==> config.mk <==
export PLATFORM = sky130hd
export DESIGN_NAME = load_store_unit
export DESIGN_NICKNAME = d
export VERILOG_FILES = /design/src/rtl/load_store_unit.sv
export SDC_FILE = /design/constraint.sdc
export NUM_CORES = 1
export LEC_CHECK = 0
export BUFFER_PORTS_ARGS = -buffer_cell sky130_fd_sc_hd__buf_2
export CAP_MARGIN = 20
export CORE_MARGIN = 2
export CORE_UTILIZATION = 49
export DETAILED_ROUTE_END_ITERATION = 16
export GPL_TIMING_DRIVEN = 0
export PLACE_DENSITY = 0.81
export SETUP_SLACK_MARGIN = 0.1
export SLEW_MARGIN = 10
export SYNTH_ARGS = -nofsm -noshare
export SYNTH_HDL_FRONTEND = slang
export SYNTH_SLANG_ARGS = --single-unit
==> constraint.sdc <==
create_clock -name clk -period 2.22 [get_ports clk]
set_input_delay 0.222 -clock clk [delete_from_list [all_inputs] [get_ports clk]]
set_output_delay 0.222 -clock clk [all_outputs]
set_load 0.01 [all_outputs]
==> src/rtl/load_store_unit.sv <==
// load_store_unit: RV32I memory stage running LB/LH/LW/LBU/LHU/SB/SH/SW over a req/ack bus.
// Optional macro LSU_TIMEOUT_EN aborts a request left unacknowledged for TIMEOUT_CYCLES cycles.
module load_store_unit #(
  parameter int unsigned TIMEOUT_CYCLES = 255
) (
  input  logic        clk,
  input  logic        reset,
  input  logic        start_i,
  input  logic        mem_read_i,
  input  logic        mem_write_i,
  input  logic [2:0]  funct3_i,
  input  logic [31:0] addr_i,
  input  logic [31:0] store_data_i,
  output logic        busy_o,
  output logic        done_o,
  output logic [31:0] load_data_o,
  output logic        error_o,
  output logic        mem_req_o,
  output logic        mem_we_o,
  output logic [31:0] mem_addr_o,
  output logic [3:0]  mem_be_o,
  output logic [31:0] mem_wdata_o,
  input  logic        mem_ack_i,
  input  logic [31:0] mem_rdata_i
);

  typedef enum logic [1:0] {
    S_IDLE = 2'd0,
    S_REQ  = 2'd1,
    S_DONE = 2'd2
  } state_t;

  state_t      r_state;
  state_t      w_next;
  logic [31:0] r_addr;
  logic [31:0] r_sdata;
  logic [31:0] r_load_data;
  logic [2:0]  r_funct3;
  logic        r_we;
  logic        r_error;

  logic        w_accept;
  logic        w_req;
  logic        w_any_op;
  logic        w_f3_ok;
  logic        w_misal;
  logic        w_bus_op;
  logic        w_dec_err;
  logic        w_timeout;
  logic [31:0] w_shifted;
  logic [31:0] w_load_ext;
  logic [3:0]  w_be;
  logic [31:0] w_wdata;

  assign w_accept = (r_state == S_IDLE) && start_i;
  assign w_req    = (r_state == S_REQ);
  assign w_any_op = mem_write_i || mem_read_i;

  // A store wins when both op strobes are high, so it selects the legal funct3 set.
  always_comb begin
    w_f3_ok = 1'b0;
    if (mem_write_i) begin
      w_f3_ok = (funct3_i == 3'b000) || (funct3_i == 3'b001) || (funct3_i == 3'b010);
    end else begin
      w_f3_ok = (funct3_i == 3'b000) || (funct3_i == 3'b001) || (funct3_i == 3'b010) ||
                (funct3_i == 3'b100) || (funct3_i == 3'b101);
    end
  end

  assign w_misal   = ((funct3_i[1:0] == 2'b01) && addr_i[0]) ||
                     ((funct3_i[1:0] == 2'b10) && (addr_i[1:0] != 2'b00));
  assign w_bus_op  = w_any_op && w_f3_ok && !w_misal;
  assign w_dec_err = w_any_op && !w_bus_op;

`ifdef LSU_TIMEOUT_EN
  logic [7:0] r_cnt;

  // Fires on the TIMEOUT_CYCLES-th REQ cycle; an ack in that same cycle takes priority.
  assign w_timeout = w_req && !mem_ack_i && (({24'd0, r_cnt} + 32'd1) >= TIMEOUT_CYCLES);

  always_ff @(posedge clk) begin
    if (reset) begin
      r_cnt <= '0;
    end else if (w_accept) begin
      r_cnt <= '0;
    end else if (w_req && !mem_ack_i) begin
      r_cnt <= r_cnt + 8'd1;
    end
  end
`else
  assign w_timeout = 1'b0;
`endif

  always_ff @(posedge clk) begin
    if (reset) begin
      r_state <= S_IDLE;
    end else begin
      r_state <= w_next;
    end
  end

  always_comb begin
    w_next = r_state;
    case (r_state)
      S_IDLE: begin
        if (start_i) begin
          w_next = w_bus_op ? S_REQ : S_DONE;
        end
      end
      S_REQ: begin
        if (mem_ack_i || w_timeout) begin
          w_next = S_DONE;
        end
      end
      S_DONE:  w_next = S_IDLE;
      default: w_next = S_IDLE;
    endcase
  end

  always_ff @(posedge clk) begin
    if (reset) begin
      r_addr      <= '0;
      r_sdata     <= '0;
      r_funct3    <= '0;
      r_we        <= 1'b0;
      r_error     <= 1'b0;
      r_load_data <= '0;
    end else begin
      if (w_accept) begin
        r_addr   <= addr_i;
        r_sdata  <= store_data_i;
        r_funct3 <= funct3_i;
        r_we     <= mem_write_i;
        r_error  <= w_dec_err;
      end else if (w_req) begin
        if (mem_ack_i) begin
          r_error <= 1'b0;
          if (!r_we) begin
            r_load_data <= w_load_ext;
          end
        end else if (w_timeout) begin
          r_error <= 1'b1;
        end
      end else if (r_state == S_DONE) begin
        r_error <= 1'b0;
      end
    end
  end

  // Halfword lanes are 2-byte aligned here, so one byte-granular shift serves both widths.
  assign w_shifted = mem_rdata_i >> {r_addr[1:0], 3'b000};

  always_comb begin
    w_load_ext = mem_rdata_i;
    case (r_funct3)
      3'b000:  w_load_ext = {{24{w_shifted[7]}}, w_shifted[7:0]};
      3'b100:  w_load_ext = {24'd0, w_shifted[7:0]};
      3'b001:  w_load_ext = {{16{w_shifted[15]}}, w_shifted[15:0]};
      3'b101:  w_load_ext = {16'd0, w_shifted[15:0]};
      default: w_load_ext = mem_rdata_i;
    endcase
  end

  always_comb begin
    w_be    = 4'b1111;
    w_wdata = r_sdata;
    case (r_funct3[1:0])
      2'b00: begin
        w_be    = 4'b0001 << r_addr[1:0];
        w_wdata = {4{r_sdata[7:0]}};
      end
      2'b01: begin
        w_be    = 4'b0011 << {r_addr[1], 1'b0};
        w_wdata = {2{r_sdata[15:0]}};
      end
      default: begin
        w_be    = 4'b1111;
        w_wdata = r_sdata;
      end
    endcase
  end

  assign busy_o      = w_req;
  assign done_o      = (r_state == S_DONE);
  assign error_o     = r_error;
  assign load_data_o = r_load_data;
  assign mem_req_o   = w_req;
  assign mem_we_o    = w_req && r_we;
  assign mem_addr_o  = w_req ? {r_addr[31:2], 2'b00} : '0;
  assign mem_be_o    = w_req ? w_be : '0;
  assign mem_wdata_o = w_req ? w_wdata : '0;

endmodule

==> Word level (Yosys, flattened, before mapping) <==
Index checks and enable logic that the tools add are counted.
Widths: inputs -> output; s select.
{ "op_classes": {"eq_ne": 15, "shift": 3, "mux": 15, "bitwise": 2, "n_reduce_logical": 24} }
{ "op_table": {"columns": ["cell", "n"], "rows": [
  ["$pmux 32 s4", 1],
  ["$mux 32", 2],
  ["$pmux 32 s2", 1],
  ["$shr 32x5->16", 1],
  ["$eq 3x3->1 const B", 4],
  ["$pmux 4 s2", 1],
  ["$logic_and 1x1->1", 7],
  ["$eq 2x1->1 const B", 3],
  ["$eq 3x1->1 const B", 2],
  ["$logic_not 3->1", 2],
  ["$logic_or 1x1->1", 6],
  ["$mux 2", 3],
  ["$mux 1", 5],
  ["$eq 2x2->1 const B", 2],
  ["$logic_not 2->1", 2],
  ["$mux 4", 1],
  ["$ne 2x2->1 const B", 2],
  ["$pmux 2 s2", 1],
  ["$reduce_and 2->1", 2],
  ["$reduce_and 4->1", 1],
  ["$shl 1x2->4 const A", 1],
  ["$shl 2x2->4 const A", 1],
  ["$eq 3x2->1 const B", 1],
  ["$ne 3x3->1 const B", 1],
  ["4 further kinds", 6]
]} }
{ "totals": {"regBits": 103, "input_bits": 105, "output_inout_bits": 105, "elab_cells": 66} }

==> Logic depth before layout (Yosys ltp) <==
Gate-level depths: netlist of the first run.
{ "logic_depth": {"ltp_word": 11, "mapped_depth": 9, "depth_no_buf": 6} }

==> Worst setup path after synthesis of the first run <==
OpenSTA, ideal clock, no wires.
{ "synth_timing": {"path_type": "flip-flop to flip-flop", "startpoint": "register r_state[0]", "endpoint": "register r_load_data[29] (netlist: load_data_o[29])", "arrival_ps": 1727, "required_time_ps": 2075, "path_slack_ps": 347, "path_stages_with_launch": 10, "path_buffers": 3, "synth_period_minus_slack_ps": 1873, "path_cell_list": "dfxtp_1 > inv_1 > ha_1 > and2_1 > buf_6 > or3_1 > buf_2 > buf_1 > nand3_1 > o311ai_2"} }
{ "synth_between": {"elab_chain_cells": 4, "word_cells_on_any_way": 5} }
{ "synth_lines": {"columns": ["item", "line", "text"], "rows": [
  ["start: declaration", "33", "state_t r_state;"],
  ["start signal: assignment", "98", "r_state <= w_next;"],
  ["$logic_not 2->1", "55", "assign w_accept = (r_state == S_IDLE) && start_i;"],
  ["$logic_and 1x1->1", "55", null],
  ["$not 1->1 (no line)", null, null],
  ["$reduce_and 4->1 (no line) *", null, null],
  ["end signal: assignment", "139", "r_load_data <= w_load_ext;"],
  ["end: declaration", "37", "logic [31:0] r_load_data;"]
]} }
Every way passes the cells marked *; elsewhere a longest branch is shown, timed or not.
A chain may end at the register's enable or synchronous reset.

==> Final worst setup path of the first run <==
{ "layout_timing": {"startpoint": "register r_state[0]", "endpoint": "register r_load_data[14] (netlist: load_data_o[14])"} }
The elaborated chain is that of the path after synthesis.

==> impl_metrics.toml, run 1 <==
[clock_network]
cts_tree = "yes"
path_clk_slew_ns = 0.10
cts.sinks = 103
clockBufferDepth = 2
clock_latency_ns = 0.37
numCtsBuffers = 9
htree_levels = 3
root_buffer = "clkbuf_8"
hold_buffers = 0

[place]
dpl.hpwl_um = 12200
gp_congestion = 0.899
port_buffers = 206

[floorplanning]
start_util_pct = 50.0
die_w_um = 106
die_area_mm2 = 0.0113
design.core.area_mm2 = 0.0103
rows = 37
dieHeight_um = 106
io_pins = 210

[pwr]
vdd_drop_max_mv = 0.378
seq_power_share_pct = 49.9
switching_share_pct = 30.5
power.total_w = 0.00407
internal-power_w = 0.00283
power.density_mw_per_mm2 = 611
p_clk_share_pct = 30.2
p_sw_w = 0.00124
p_comb_share_pct = 19.9
leakagePower_nw = 3.13

[sta]
setup_violations = 0
tightest_slew_ns = 0.597
finalHoldViolCount = 0
grt_setup_unrepaired = "no"
clock_skew_ns = 0.00834
slew_headroom_pct = 60.1
fin_crit_sh_pct = 92.9
fmax_mhz = 485
period_needed_ns = 2.06
tns_ns = 0
slew_violations = 0

[synth]
synth_area_leaders = "dfxtp_1 40%, nand2_1 14%, a21oi_1 7.8%"
synth_edf_count = 0
synth-seq-area-share_pct = 40.1
synthArstFlopShare_pct = 0
yosysTopAreaCell = "dfxtp_1"
synth_seq_cells = 103
synth_common_cells = "190 x nand2_1, 103 x dfxtp_1, 80 x a21oi_1"
ys_types = 46
avgSynthCellArea_um2 = 7.76
synthFlopType = "dfxtp_1"
synth_most_common_cell = "nand2_1"
yosysWarnings = 0
synth_top_area_share_pct = 40.1
netlist_instances = 663
syn-cell-area_mm2 = 0.00514

[worst_setup_path]
worstPathRequired_ns = 2.53
path_common_cell = "buf_6"
slowest_stage = "a211oi_4"
cp.arrival_ns = 2.37
worstSetupPathType = "flop to flop"
worstPathMaxFanout = 8
cp-start-kind = "flop"
cpPeakStageDelay_ns = 0.39
endpoint_kind = "flop"
crit_chain = "inv_1 -> ha_2 -> and2_1 -> buf_6 -> or3_1 -> buf_6 -> a211oi_4 -> a32o_1"

[global_routing]
grt_overflow = 0
track_usage_pct = 27.6
grt_first_pass_wirelength_um = 25100
grt_antenna_before_repair = 0
grt_start_max_net_pins = 18
first_global_vias = 5056

[detailed_routing]
drc_errors = 0
wirelength_um = 16000
postRouteAntennaNets = 0
routedWlPerCell_um = 15.6
drtIter0Drc = 437
vias = 5507
vias_per_cell = 5.38
firstDrtPassIters = 5

[status]
status = "finished, final reports clean"

[hold_path]
hp-class = "input port to flop"

[layout]
fill_cells = 968
n_antenna_cell = 0
areaGrowthSynthToFinish_pct = 29.6
fin_nets = 991
drive_above_1_share_pct = 30.6

[flow_run]
drv_cap = 0
## stage by stage
stage / cell area, um2 / worst slack (ns) / hold slack (ns) / util (%) / std cells
after floorplan: 5150 / 0.347 / 0.358 / - / 664
after global placement: 6350 / 0.0583 / 0.437 / 61.8 / 1006
after detailed placement: 6350 / 0.0868 / 0.443 / 61.8 / 1006
after CTS: 6580 / 0.0712 / 0.0692 / 64.0 / 1022
after global routing: 6670 / 0.0780 / 0.0767 / 64.9 / 1024
final: 6670 / 0.158 / 0.0792 / 64.9 / 1024
## state kept, by name, indices dropped and copies added, names as in the netlist
register,flops
r_state,2
r_sdata,32
error_o,1
r_addr,32
r_funct3,3
r_we,1
load_data_o,32
## cell usage in the layout, fill, tap and decap left out, types with 5 or more instances in the layout
cell / Yosys / final
a21boi_0: 9 / 7
a21oi_1: 80 / 80
a2bb2oi_1: 8 / 8
a32o_1: 8 / 8
and2_1: 40 / 40
buf_1: 10 / 6
buf_2: 9 / 213
buf_4: 5 / 10
clkbuf_1: 34 / 21
clkbuf_2: 0 / 9
clkbuf_4: 0 / 6
clkbuf_8: 0 / 10
dfxtp_1: 103 / 100
inv_1: 6 / 5
mux2i_1: 26 / 26
nand2_1: 190 / 190
nand2b_1: 9 / 9
nand3_1: 17 / 16
nor2_1: 9 / 8
nor2b_1: 14 / 14
o211a_1: 15 / 15
o211ai_1: 10 / 10
o21ai_0: 14 / 14
o311ai_1: 13 / 12
## power by group through the flow
stage / combinational, W / clock [W] / sequential [W]
3_5_place_dp: 0.000777 / 0 / 0.00207
5_1_grt: 0.000907 / 0.00132 / 0.00204
6_report: 0.000811 / 0.00123 / 0.00203
2_1_floorplan: 0.000499 / 0 / 0.00205
3_3_place_gp: 0.000768 / 0 / 0.00207
4_1_cts: 0.000786 / 0.00125 / 0.00203
## critical path: cells and delay by family, from the launching register on
family | cells | cell delay [ns]
buffers and inverters | 3 | 0.34
DFF | 1 | 0.36
and+or+nand+nor | 2 | 0.51
AOI/OAI and AO/OA | 2 | 0.61
adders and majority gates | 1 | 0.19
## cell families after synthesis
family / Yosys count / share of synthesized area [%]
buffers and inverters: 67 / 5.62
adder cells (fa/ha/maj): 3 / 0.730
AND/OR/NAND/NOR: 289 / 25.2
other: 1 / 0.0729
flip-flops: 103 / 40.1
multiplexers: 28 / 5.50
AO/OA/AOI/OAI: 171 / 22.6
XOR/XNOR: 1 / 0.170
## area by class of cell
type,instances,area (um2),area share (%)
Multi-Input combinational cell,494,2840,42.6
Sequential cell,103,2070,31.0
Timing Repair Buffer,209,1050,15.8
Buffer,58,302,4.52
Tap cell,136,170,2.55
Clock buffer,10,138,2.06
Clock inverter,6,67.6,1.01
Inverter,8,30.0,0.451
## final timing paths
kind,startpoint,endpoint,slack [ns],cells after the start
min reg2reg,r_addr[16],r_addr[16],0.45,2
max,r_state[0],load_data_o[14],0.16,8
max reg2reg,r_state[0],load_data_o[14],0.16,8
min,store_data_i[17],r_sdata[17],0.08,3
## metal layers
metal	part of all wire (%)	vias to the layer above	track usage (%)
li1	-	2714	-
met1	43	2520	36.7
met2	47	242	44.6
met3	7.6	31	5.21
met4	2.3	0	10.1
met5	0	-	0
## repair_timing
action                                 CTS  global route
endpoints found under the hold margin    0             0
setup endpoints to repair               33            76
gates resized for setup                 14            38
pin swaps                                0             4
setup buffers                            0             3
Note: power is estimated with default switching activity, not from simulation.
==> run 2, diff against run 1 <==
==> constraint.sdc (replaced) <==
create_clock -name clk -period 2.22 [get_ports clk]
set_input_delay 0.111 -clock clk [delete_from_list [all_inputs] [get_ports clk]]
set_output_delay 0.111 -clock clk [all_outputs]
set_load 0.01 [all_outputs]
==> impl_metrics.toml, run 2 (synthesis results as in run 1) <==
[place]
dpl.hpwl_um = 12200
dpl-instance-area_mm2 = 0.00635
port_buffers = 206
gp_congestion = 0.899
post-place-ws_ns = 0.120

[layout]
drive_above_1_share_pct = 28.5
areaGrowthSynthToFinish_pct = 41.0
final_util_pct = 70.6
layout_commonest_cell = "buf_2"
fill_cells = 851
layout_common_cells = "213 x buf_2, 190 x nand2_1, 101 x dfxtp_1, 80 x a21oi_1, 58 x dlygate4sd3_1"
fin_area_mm2 = 0.00725
n_antenna_cell = 0
multi_input_area_mm2 = 0.00286
fin_nets = 1049
layout.area.seq_mm2 = 0.00207

[global_routing]
grt_start_max_net_pins = 18
first_global_vias = 5605
use_met3_pct = 5.95
track_usage_pct = 30.4
grt_first_pass_wirelength_um = 27600
grt_overflow = 0
grt_antenna_before_repair = 0
use_met1_pct = 37.7
grt_use_met2_pct = 51.2
top_usage_layer = "met2"

[sta]
tns_ns = 0
fmax_mhz = 482
fin_crit_sh_pct = 93.5
grt_setup_unrepaired = "yes"
period_needed_ns = 2.07
tightest_slew_ns = 0.601
clock_skew_ns = 0.0121
setup_ws_ns = 0.145
slew_headroom_pct = 59.8
finalHoldViolCount = 0
slew_violations = 0
setup_violations = 0

[detailed_routing]
vias_per_cell = 5.51
wirelength_um = 17800
drtIter0Drc = 410
postRouteAntennaNets = 0
firstDrtPassIters = 5
vias = 5965
drc_errors = 0
routedWlPerCell_um = 16.5

[pwr]
vdd_drop_max_mv = 0.380
power.total_w = 0.00418
leakagePower_nw = 3.37
power.density_mw_per_mm2 = 577

[worst_setup_path]
cp.arrival_ns = 2.38
crit_chain = "inv_1 -> ha_4 -> and2_1 -> buf_6 -> or3_1 -> buf_6 -> a211oi_4 -> a32o_1"
worstPathMaxFanout = 8
path_common_cell = "buf_6"
cpPeakStageDelay_ns = 0.39
cp-start-kind = "flop"
crit_family = "compound AO/OA/AOI/OAI gates"
worstPathRequired_ns = 2.53
worstSetupPathType = "flop to flop"
endpoint_kind = "flop"
slowest_stage = "a211oi_4"
cp_num_buf_inv = 3

[clock_network]
cts.sinks = 103
cts_tree = "yes"
root_buffer = "clkbuf_8"
clockBufferDepth = 2
clock_latency_ns = 0.37
htree_levels = 3
numCtsBuffers = 9
path_clk_slew_ns = 0.10

[floorplanning]
die_w_um = 106
rows = 37
design.core.area_mm2 = 0.0103
io_pins = 210
die_area_mm2 = 0.0113
start_util_pct = 50.0
dieHeight_um = 106

[status]
status = "finished, final reports clean"

[hold_path]
hp-class = "input port to flop"

[flow_run]
drv_cap = 0
[run 2: cell count changes in the layout (fill, tap and decap cells not counted), moves of 2 or more]
cell and change:
clkbuf_4 -4, o311ai_1 -2, a21boi_1 -2, o311ai_2 +2, clkbuf_2 +2, a21boi_0 +2, clkbuf_1 +2, dlygate4sd3_1 +58
[run 2: path summary, 6_finish.rpt]
| kind | depth (start not counted) | start | slack, ns | to |
|---|---|---|---|---|
| worst max-delay path | 8 | r_state[0] | 0.15 | load_data_o[12] |
| worst min register to register | 2 | r_addr[16] | 0.46 | r_addr[16] |
| worst max register to register | 8 | r_state[0] | 0.15 | load_data_o[12] |
| worst min-delay path | 3 | store_data_i[23] | 0.005 | r_sdata[23] |
[run 2: metal layers]
metal  vias up  part of all wire, %
li1       2828                    -
met1      2769                   41
met2       322                   48
met3        46                  8.3
met4         0                  3.2
met5         -                    0
[run 2: final cells by class]
type	instances	share of cell area, %
buffer	59	4.04
clock buffer	10	1.90
clock inverter	6	0.932
inverter	8	0.414
multi-input combinational	494	39.5
sequential	103	28.5
tap	136	2.35
timing repair buffer	266	22.4
[run 2: what timing repair did]
item / in CTS / in global routing
cloned: 0 / 0
buffers inserted: 0 / 2
setup endpoints to repair: 30 / 76
pin swaps: 0 / 3
resized for setup: 6 / 42
hold buffers: 58 / 0
hold endpoints to repair: 58 / 0
[run 2: metrics by stage]
step / hold WS [ns] / instances
after floorplan: 0.247 / 664
after global placement: 0.352 / 1006
after detailed placement: 0.358 / 1006
after CTS: 0.00179 / 1080
after global routing: 0.00551 / 1082
final: 0.00539 / 1082
[run 2: tightest hold or removal path: stages]
cell     delay, ns
buf_2         0.10
nand2_1       0.06
a21oi_1       0.06
[run 2: power by group]
part | internal (W) | leakage (nW) | total (W) | switching, W
clock | 0.000557 | 0.0989 | 0.00124 | 0.000687
sequential | 0.00196 | 0.842 | 0.00203 | 0.0000761
combinational | 0.000381 | 2.43 | 0.000908 | 0.000527
